File: src/rtl/imm_gen_pipe_if.sv
// Decode-stage handshake bundle for the immediate generator.
// Instruction in on one side, immediate/type/illegal out on the other.
interface imm_gen_pipe_if #(
  parameter int XLEN = 32
);
  logic            in_valid;
  logic            in_ready;
  logic [31:0]     in_inst;
  logic            out_valid;
  logic            out_ready;
  logic [XLEN-1:0] out_imm;
  logic [2:0]      out_type;
  logic            out_illegal;

  modport master (
    output in_valid,
    output in_inst,
    output out_ready,
    input  in_ready,
    input  out_valid,
    input  out_imm,
    input  out_type,
    input  out_illegal
  );

  modport slave (
    input  in_valid,
    input  in_inst,
    input  out_ready,
    output in_ready,
    output out_valid,
    output out_imm,
    output out_type,
    output out_illegal
  );
endinterface

File: src/rtl/imm_gen_pipe.sv
// Registered RISC-V immediate generator with a one-entry skid buffer.
// Emits immediate, format code and illegal flag; counts illegal opcodes.
module imm_gen_pipe #(
  parameter int XLEN  = 32,
  parameter int CNT_W = 8
) (
  input  logic             clk,
  input  logic             rst_n,
  imm_gen_pipe_if.slave    bus,
  output logic [CNT_W-1:0] illegal_cnt
);

  localparam bit RV64 = (XLEN == 64);

  typedef struct packed {
    logic [XLEN-1:0] imm;
    logic [2:0]      typ;
    logic            ill;
  } res_t;

  logic [31:0] i;
  logic [6:0]  op;
  logic [2:0]  f3;
  logic        sh_f3;
  logic        t_i, t_sh, t_s, t_b;
  logic        t_u, t_j, t_csr, t_r;
  res_t        dec;

  assign i     = bus.in_inst;
  assign op    = i[6:0];
  assign f3    = i[14:12];
  assign sh_f3 = (f3 == 3'b001) || (f3 == 3'b101);

  assign t_i = (op == 7'b0000011)
            || (op == 7'b1100111)
            || (op == 7'b0001111)
            || (op == 7'b0010011 && !sh_f3)
            || (RV64 && op == 7'b0011011 && !sh_f3)
            || (op == 7'b1110011 && !f3[2]);
  assign t_sh = (op == 7'b0010011 && sh_f3)
             || (RV64 && op == 7'b0011011 && sh_f3);
  assign t_s   = (op == 7'b0100011);
  assign t_b   = (op == 7'b1100011);
  assign t_u   = (op == 7'b0110111) || (op == 7'b0010111);
  assign t_j   = (op == 7'b1101111);
  assign t_csr = (op == 7'b1110011) && f3[2];
  assign t_r   = (op == 7'b0110011)
              || (RV64 && op == 7'b0111011);

  always_comb begin
    dec = '0;
    unique case (1'b1)
      t_i: begin
        dec.typ = 3'd1;
        dec.imm = XLEN'($signed(i[31:20]));
      end
      t_s: begin
        dec.typ = 3'd2;
        dec.imm = XLEN'($signed({i[31:25], i[11:7]}));
      end
      t_b: begin
        dec.typ = 3'd3;
        dec.imm = XLEN'($signed({i[31], i[7],
                  i[30:25], i[11:8], 1'b0}));
      end
      t_u: begin
        dec.typ = 3'd4;
        dec.imm = XLEN'($signed({i[31:12], 12'b0}));
      end
      t_j: begin
        dec.typ = 3'd5;
        dec.imm = XLEN'($signed({i[31], i[19:12],
                  i[20], i[30:21], 1'b0}));
      end
      t_csr: begin
        dec.typ = 3'd6;
        dec.imm = XLEN'(i[19:15]);
      end
      // Word shifts (0011011) keep a 5-bit shamt even on RV64
      t_sh: begin
        dec.typ = 3'd7;
        dec.imm = (RV64 && op == 7'b0010011)
                ? XLEN'(i[25:20])
                : XLEN'(i[24:20]);
      end
      t_r: dec.typ = 3'd0;
      default: dec.ill = 1'b1;
    endcase
  end

  res_t out_q;
  res_t skid_q;
  logic out_v;
  logic skid_v;
  logic acc;
  logic xfer;

  assign acc  = bus.in_valid && !skid_v;
  assign xfer = out_v && bus.out_ready;

  always_ff @(posedge clk) begin
    if (!rst_n) begin
      out_v       <= 1'b0;
      skid_v      <= 1'b0;
      out_q       <= '0;
      skid_q      <= '0;
      illegal_cnt <= '0;
    end else begin
      if (xfer && skid_v) begin
        out_q  <= skid_q;
        skid_v <= 1'b0;
      end else if (acc && (xfer || !out_v)) begin
        out_q <= dec;
        out_v <= 1'b1;
      end else if (acc) begin
        skid_q <= dec;
        skid_v <= 1'b1;
      end else if (xfer) begin
        out_v <= 1'b0;
      end
      if (acc && dec.ill && illegal_cnt != '1)
        illegal_cnt <= illegal_cnt + CNT_W'(1);
    end
  end

  assign bus.in_ready    = !skid_v;
  assign bus.out_valid   = out_v;
  assign bus.out_imm     = out_q.imm;
  assign bus.out_type    = out_q.typ;
  assign bus.out_illegal = out_q.ill;

endmodule

File: src/flat_wrapper.sv
// flat-port wrapper written by rule: the top's interface ports become plain ports
module imm_gen_pipe_flat 
#(
  parameter int XLEN  = 32,
  parameter int CNT_W = 8
)
  (clk, rst_n, illegal_cnt, bus_in_valid, bus_in_inst, bus_out_ready, bus_in_ready, bus_out_valid, bus_out_imm, bus_out_type, bus_out_illegal);
  imm_gen_pipe_if #(.XLEN(XLEN)) bus_i ();
  input  logic clk;
  input  logic rst_n;
  output logic [CNT_W-1:0] illegal_cnt;
  input wire logic [$bits(bus_i.in_valid)-1:0] bus_in_valid;
  input wire logic [$bits(bus_i.in_inst)-1:0] bus_in_inst;
  input wire logic [$bits(bus_i.out_ready)-1:0] bus_out_ready;
  output wire logic [$bits(bus_i.in_ready)-1:0] bus_in_ready;
  output wire logic [$bits(bus_i.out_valid)-1:0] bus_out_valid;
  output wire logic [$bits(bus_i.out_imm)-1:0] bus_out_imm;
  output wire logic [$bits(bus_i.out_type)-1:0] bus_out_type;
  output wire logic [$bits(bus_i.out_illegal)-1:0] bus_out_illegal;
  assign bus_i.in_valid = bus_in_valid;
  assign bus_i.in_inst = bus_in_inst;
  assign bus_i.out_ready = bus_out_ready;
  assign bus_in_ready = bus_i.in_ready;
  assign bus_out_valid = bus_i.out_valid;
  assign bus_out_imm = bus_i.out_imm;
  assign bus_out_type = bus_i.out_type;
  assign bus_out_illegal = bus_i.out_illegal;
  imm_gen_pipe #(.XLEN(XLEN), .CNT_W(CNT_W)) u_core (.clk(clk), .rst_n(rst_n), .bus(bus_i), .illegal_cnt(illegal_cnt));
endmodule
File: config.mk
export PLATFORM = sky130hd
export DESIGN_NAME = imm_gen_pipe_flat
export DESIGN_NICKNAME = d
export VERILOG_FILES = /design/src/rtl/imm_gen_pipe_if.sv /design/src/rtl/imm_gen_pipe.sv /design/src/flat_wrapper.sv
export SDC_FILE = /design/constraint.sdc
export NUM_CORES = 1
export LEC_CHECK = 0
export ABC_AREA = 1
export CORE_MARGIN = 5
export CORE_UTILIZATION = 48
export DETAILED_ROUTE_END_ITERATION = 16
export GPL_ROUTABILITY_DRIVEN = 0
export PLACE_DENSITY = 0.74
export SETUP_SLACK_MARGIN = 0.02
export SLEW_MARGIN = 20
export SYNTH_ARGS = -nofsm -noshare
export SYNTH_HDL_FRONTEND = slang
export SYNTH_SLANG_ARGS = --single-unit
File: constraint.sdc
create_clock -name clk -period 2.2 [get_ports clk]
set_input_delay 0.44 -clock clk [delete_from_list [all_inputs] [get_ports clk]]
set_output_delay 0.44 -clock clk [all_outputs]
set_load 0.05 [all_outputs]
Word level (Yosys, flattened, before mapping)
Cells that the tools add are included.
Widths: inputs -> output; s select.
- bits in registers: 82
- bits in latches: 0
- memory bits (writable): 0
- ROM bits: 0
- bits of input ports: 36
- output and inout bits: 46
- logic and storage cells: 64
- memories: 0
- add/sub/neg operators: 1
- $mul: 0
- divide/modulo/power cells: 0
- $lt $le $gt $ge: 0
- eq/ne operators: 15
- shifts and indexed selects: 0
- multiplexer cells: 8
- bitwise operators: 3
- reduce and logical (&&, ||, !) cells: 28
- operators with widths (cell ; number):
    $pmux 32 s7 ; 1
    $mux 36 ; 2
    $eq 7x7->1 const B ; 4
    $eq 7x6->1 const B ; 3
    $pmux 3 s7 ; 1
    $eq 7x5->1 const B ; 2
    $logic_and 1x1->1 ; 10
    $add 8x1->8 const B ; 1
    $ne 8x8->1 const B ; 1
    $reduce_or 8->1 ; 1
    $eq 7x2->1 const B ; 1
    $eq 7x4->1 const B ; 1
    $logic_or 1x1->1 ; 7
    $reduce_and 3->1 ; 2
    $logic_not 1->1 ; 4
    $mux 1 ; 4
    $reduce_bool 2->1 ; 2
    $eq 3x1->1 const B ; 1
    $eq 3x3->1 const B ; 1
    $not 1->1 ; 3
    $ne 2x2->1 const B ; 1
    $reduce_and 2->1 ; 1
    $reduce_or 2->1 ; 1

Logic depth before layout (Yosys ltp)
Gate-level depths: netlist of the first run.
- depth in word-level cells: 10
- mapped depth: 14
- depth with buffers taken out: 12

Worst setup path after synthesis of the first run
OpenSTA, ideal clock, no wires.
- kind: register to register
- from: register u_core.illegal_cnt[0]
- to: register u_core.illegal_cnt[1]
- library setup time: 0.114 ns
- arrival time: 1.814 ns
- data required time: 2.086 ns
- path slack: 0.272 ns
- cell stages (with the launch flop): 9
- buffers on the path: 0
- clock period less this slack: 1.928 ns
- cells stage by stage: dfxtp_1 ha_1 nand3_1 nor2_1 a31oi_2 nand4_2 inv_1 nor2_1 nor2_1
- longest elaborated chain between the ends: 2
- elaborated cells between the ends (all ways): 3
- those cells by class: add/sub: 1; eq/ne: 1; reduce/logical: 1
- ends and longest elaborated chain (what ; line ; source):
    start, declared ; imm_gen_pipe.sv:10 ; output logic [CNT_W-1:0] illegal_cnt
    start signal, assigned ; imm_gen_pipe.sv:122 ; illegal_cnt <= illegal_cnt + CNT_W'(1);
    branches (longest 2 deep; another with $add 8x1->8) ; -- ;
Several ways; the timed one is not identified.
A chain may end at the register's enable or synchronous reset.

Final worst setup path of the first run
- from: register u_core.illegal_cnt[2]
- to: output port illegal_cnt[2]
- RTL lines (what ; line ; source):
    end, declared ; flat_wrapper.sv:11 ; output logic [CNT_W-1:0] illegal_cnt;
No word-level cell between the ends.

==> results.py, run 1 <==
metrics = {
    "logic_synthesis": {
        "synth_area_leaders": "dfxtp_1, nand2_1, nor2_1",
        "synthesis.nets": 664,
        "netlist_area_mm2": 0.00441,
        "postSynthCellCount": 627,
        "synthTopCellsByCount": "nand2_1, dfxtp_1, nor2_1, a21oi_1, inv_1",
        "syn_area_per_cell_um2": 7.04,
        "synth_edf_count": 0,
        "synth_cell_types": 33,
        "yosys_register_bits": 82,
        "ys.flop_type": "dfxtp_1",
        "synth-warning-count": 0,
        "synth_top_area_cell": "dfxtp_1",
        "yosysSeqAreaShare_pct": 37.2,
        "synth-async-reset-ratio_pct": 0,
        "synth_top_cell_area_share_pct": 37.2,
        "synth.most_common_cell": "nand2_1",
    },
    "clock_tree": {
        "clockBufferDepth": 2,
        "path_clk_slew_ps": 90,
        "root_buffer": "clkbuf_8",
        "cts_resized": 0,
        "htree_levels": 3,
        "clk_latency_ps": 360,
        "cts.sinks": 82,
        "postCtsSetupBuffers": 0,
        "cts_tree": "done",
        "cts_hold_buf": 0,
        "numCtsBuffers": 9,
    },
    "hold_path": {
        "min_path_cells": 3,
        "hold_path_class": "in2reg",
    },
    "global_route": {
        "grt_most_used_layer": "met2",
        "grtUsageMet2_pct": 34.3,
        "grt_pass1_wl_um": 18600,
        "grtUsageMet3_pct": 4.84,
        "grt_pass1_vias": 3917,
        "grt.total_usage_pct": 20.2,
        "antenna_found_initial": 0,
        "met1_usage_pct": 25.5,
        "grt_overflow_total": 0,
        "grt_max_degree": 69,
    },
    "worst_setup_path": {
        "crit_path_start_kind": "flop",
        "path_max_fanout": 6,
        "cp_slowest_cell": "clkdlybuf4s50_1",
        "worstPathArrival_ps": 1630,
        "worstSetupPathDepth": 1,
        "worstSetupEndpointType": "output port",
        "critPathKind": "reg2out",
        "path_cells": "clkdlybuf4s50_1",
        "cp.required_ps": 1760,
        "rr_worst_depth": 8,
        "crit_path_max_incr_delay_ps": 840,
        "worst-path-buf-inv": 1,
        "critPathTopFamily": "buffers and inverters",
    },
    "cells_and_area": {
        "n_fill_cell": 818,
        "fin_area_mm2": 0.00560,
        "register_area_mm2": 0.00164,
        "final_nets": 741,
        "fin_cells": 820,
        "final_layout_size_suffix_gt1_share_pct": 18.6,
        "multiInputGateArea_mm2": 0.00226,
        "final_core_util_pct": 61.4,
        "areaGrowthSynthToFinish_pct": 26.8,
        "antenna_cells": 0,
    },
    "placement": {
        "postPlaceCellArea_mm2": 0.00540,
        "io_buffers": 81,
        "dpl.hpwl_um": 8030,
        "dp_cells": 804,
    },
    "detailed_routing": {
        "final_antenna_net_count": 0,
        "vias": 4275,
        "dr.pass1.iters": 5,
        "drt_iter0_drc": 212,
        "wl_per_cell_um": 13.9,
        "wl_um": 11400,
        "avgViaCountPerCell": 5.21,
        "drc": 0,
    },
    "sta": {
        "tightest_slew_ps": 523,
        "setup_viol": 0,
        "rsz0062_at_grt": "no",
        "fin_worst_hold_slack_ps": 461,
        "finalMaxSlewViolations": 0,
        "hold_viol_final": 0,
        "fin_crit_sh_pct": 94.3,
        "finClkSkew_ps": 11.4,
        "max_freq_mhz": 482,
        "relSlewSlack_pct": 65.0,
        "min_period_ps": 2070,
    },
    "power_and_ir_drop": {
        "ir_drop_mv": 0.341,
        "leakage_nw": 2.57,
        "powerDensity_mw_per_mm2": 624,
    },
    "floorplanning": {
        "fp-row-count": 35,
        "boundaryPins": 82,
        "die_h_um": 106,
        "core_area_mm2": 0.00911,
        "die_w_um": 106,
        "die_area_mm2": 0.0112,
        "initial_utilization_pct": 48.4,
    },
    "outcome": {
        "outcome": "finished, final reports clean",
    },
    "run": {
        "drv_cap": 0,
    },
}
==> logic make-up (layout without fill, tap and decap cells) <==
kind of cell / count (synthesis) / in the layout / synth area share [%]
DFF: 82 / 82 / 37.2
and+or+nand+nor: 301 / 301 / 32.3
buffers and inverters: 118 / 200 / 11.6
xor gates and xnor gates: 6 / 6 / 1.19
AOI/OAI and AO/OA: 119 / 119 / 17.4
adders and majority gates: 1 / 1 / 0.283
==> metal layers <==
layer | up-vias | share of wire (%)
li1 | 2162 | -
met1 | 1998 | 44
met2 | 98 | 49
met3 | 17 | 5.0
met4 | 0 | 1.5
met5 | - | 0
==> power by group <==
part | switching, mW | total (mW) | internal [mW]
Combinational | 0.450 | 0.736 | 0.286
Clock | 0.593 | 1.13 | 0.534
Sequential | 0.0559 | 1.63 | 1.57
==> cell type report <==
| type | count | area share (%) |
|---|---|---|
| Clock buffer | 9 | 2.21 |
| Clock inverter | 7 | 1.36 |
| Inverter | 81 | 5.45 |
| Multi-Input combinational cell | 427 | 40.5 |
| Sequential cell | 82 | 29.3 |
| Tap cell | 111 | 2.48 |
| Timing Repair Buffer | 103 | 18.7 |
==> worst min-delay path, cell delays in order <==
cell and delay, ps:
buf_2 200, o211ai_2 110, inv_2 30
==> state kept, by name (all words and copies together), names as in the netlist <==
| signal | cells |
|---|---|
| u_core.skid_q | 36 |
| u_core.bus.out_imm | 32 |
| u_core.illegal_cnt | 8 |
| u_core.bus.out_type | 3 |
| u_core.bus.out_illegal | 1 |
| u_core.bus.out_valid | 1 |
| u_core.skid_v | 1 |
==> worst paths after layout <==
check | start | end | slack, ps
worst min register to register | u_core.bus.out_imm[17] | u_core.bus.out_imm[17] | 470
worst max register to register | u_core.illegal_cnt[0] | u_core.illegal_cnt[0] | 590
worst min-delay path | rst_n | u_core.skid_q[21] | 460
worst max-delay path | u_core.illegal_cnt[2] | illegal_cnt[2] | 130
==> stage by stage <==
step                      total power, mW  TNS (ps)  setup slack, ps
after floorplan                      2.14         0              272
after global placement               2.38     -54.5            -27.7
after detailed placement             2.40     -1350            -96.6
after CTS                            3.52         0              106
after global routing                 3.66         0             59.7
final                                3.49         0              126
==> layout by cell type (no fill, tap or decap), types with 9 or more instances in the layout <==
cell type        synthesis  routed
a21oi_1                 56      56
buf_4                    1      16
clkbuf_8                 0       9
clkdlybuf4s50_1          0      80
dfxtp_1                 82      82
inv_1                   49      49
inv_2                   31      31
nand2_1                128     128
nand2_2                  9       9
nand3_1                 45      45
nand3_2                 22      22
nor2_1                  79      79
o211ai_2                19      19
o21ai_0                 32      32
No activity file was read; power rests on OpenSTA's default activity.
==> run 2: changes to the inputs <==
==> constraint.sdc (replaced) <==
create_clock -name clk -period 2.2 [get_ports clk]
set_input_delay 0.44 -clock clk [delete_from_list [all_inputs] [get_ports clk]]
set_output_delay 0.44 -clock clk [all_outputs]
set_load 0.02 [all_outputs]
==> results of run 2 <==
Same layout as run 1 (identical final DEF). Status: finished, final reports clean.
Among the figures that moved: setup slack after layout 126 ps -> 260 ps; start point of the critical path u_core.illegal_cnt[2] -> bus_in_inst[2]; end point of the critical path illegal_cnt[2] -> u_core.illegal_cnt[0]; total power 3.49 mW -> 3.43 mW; worst IR drop on VDD 0.341 mV -> 0.340 mV
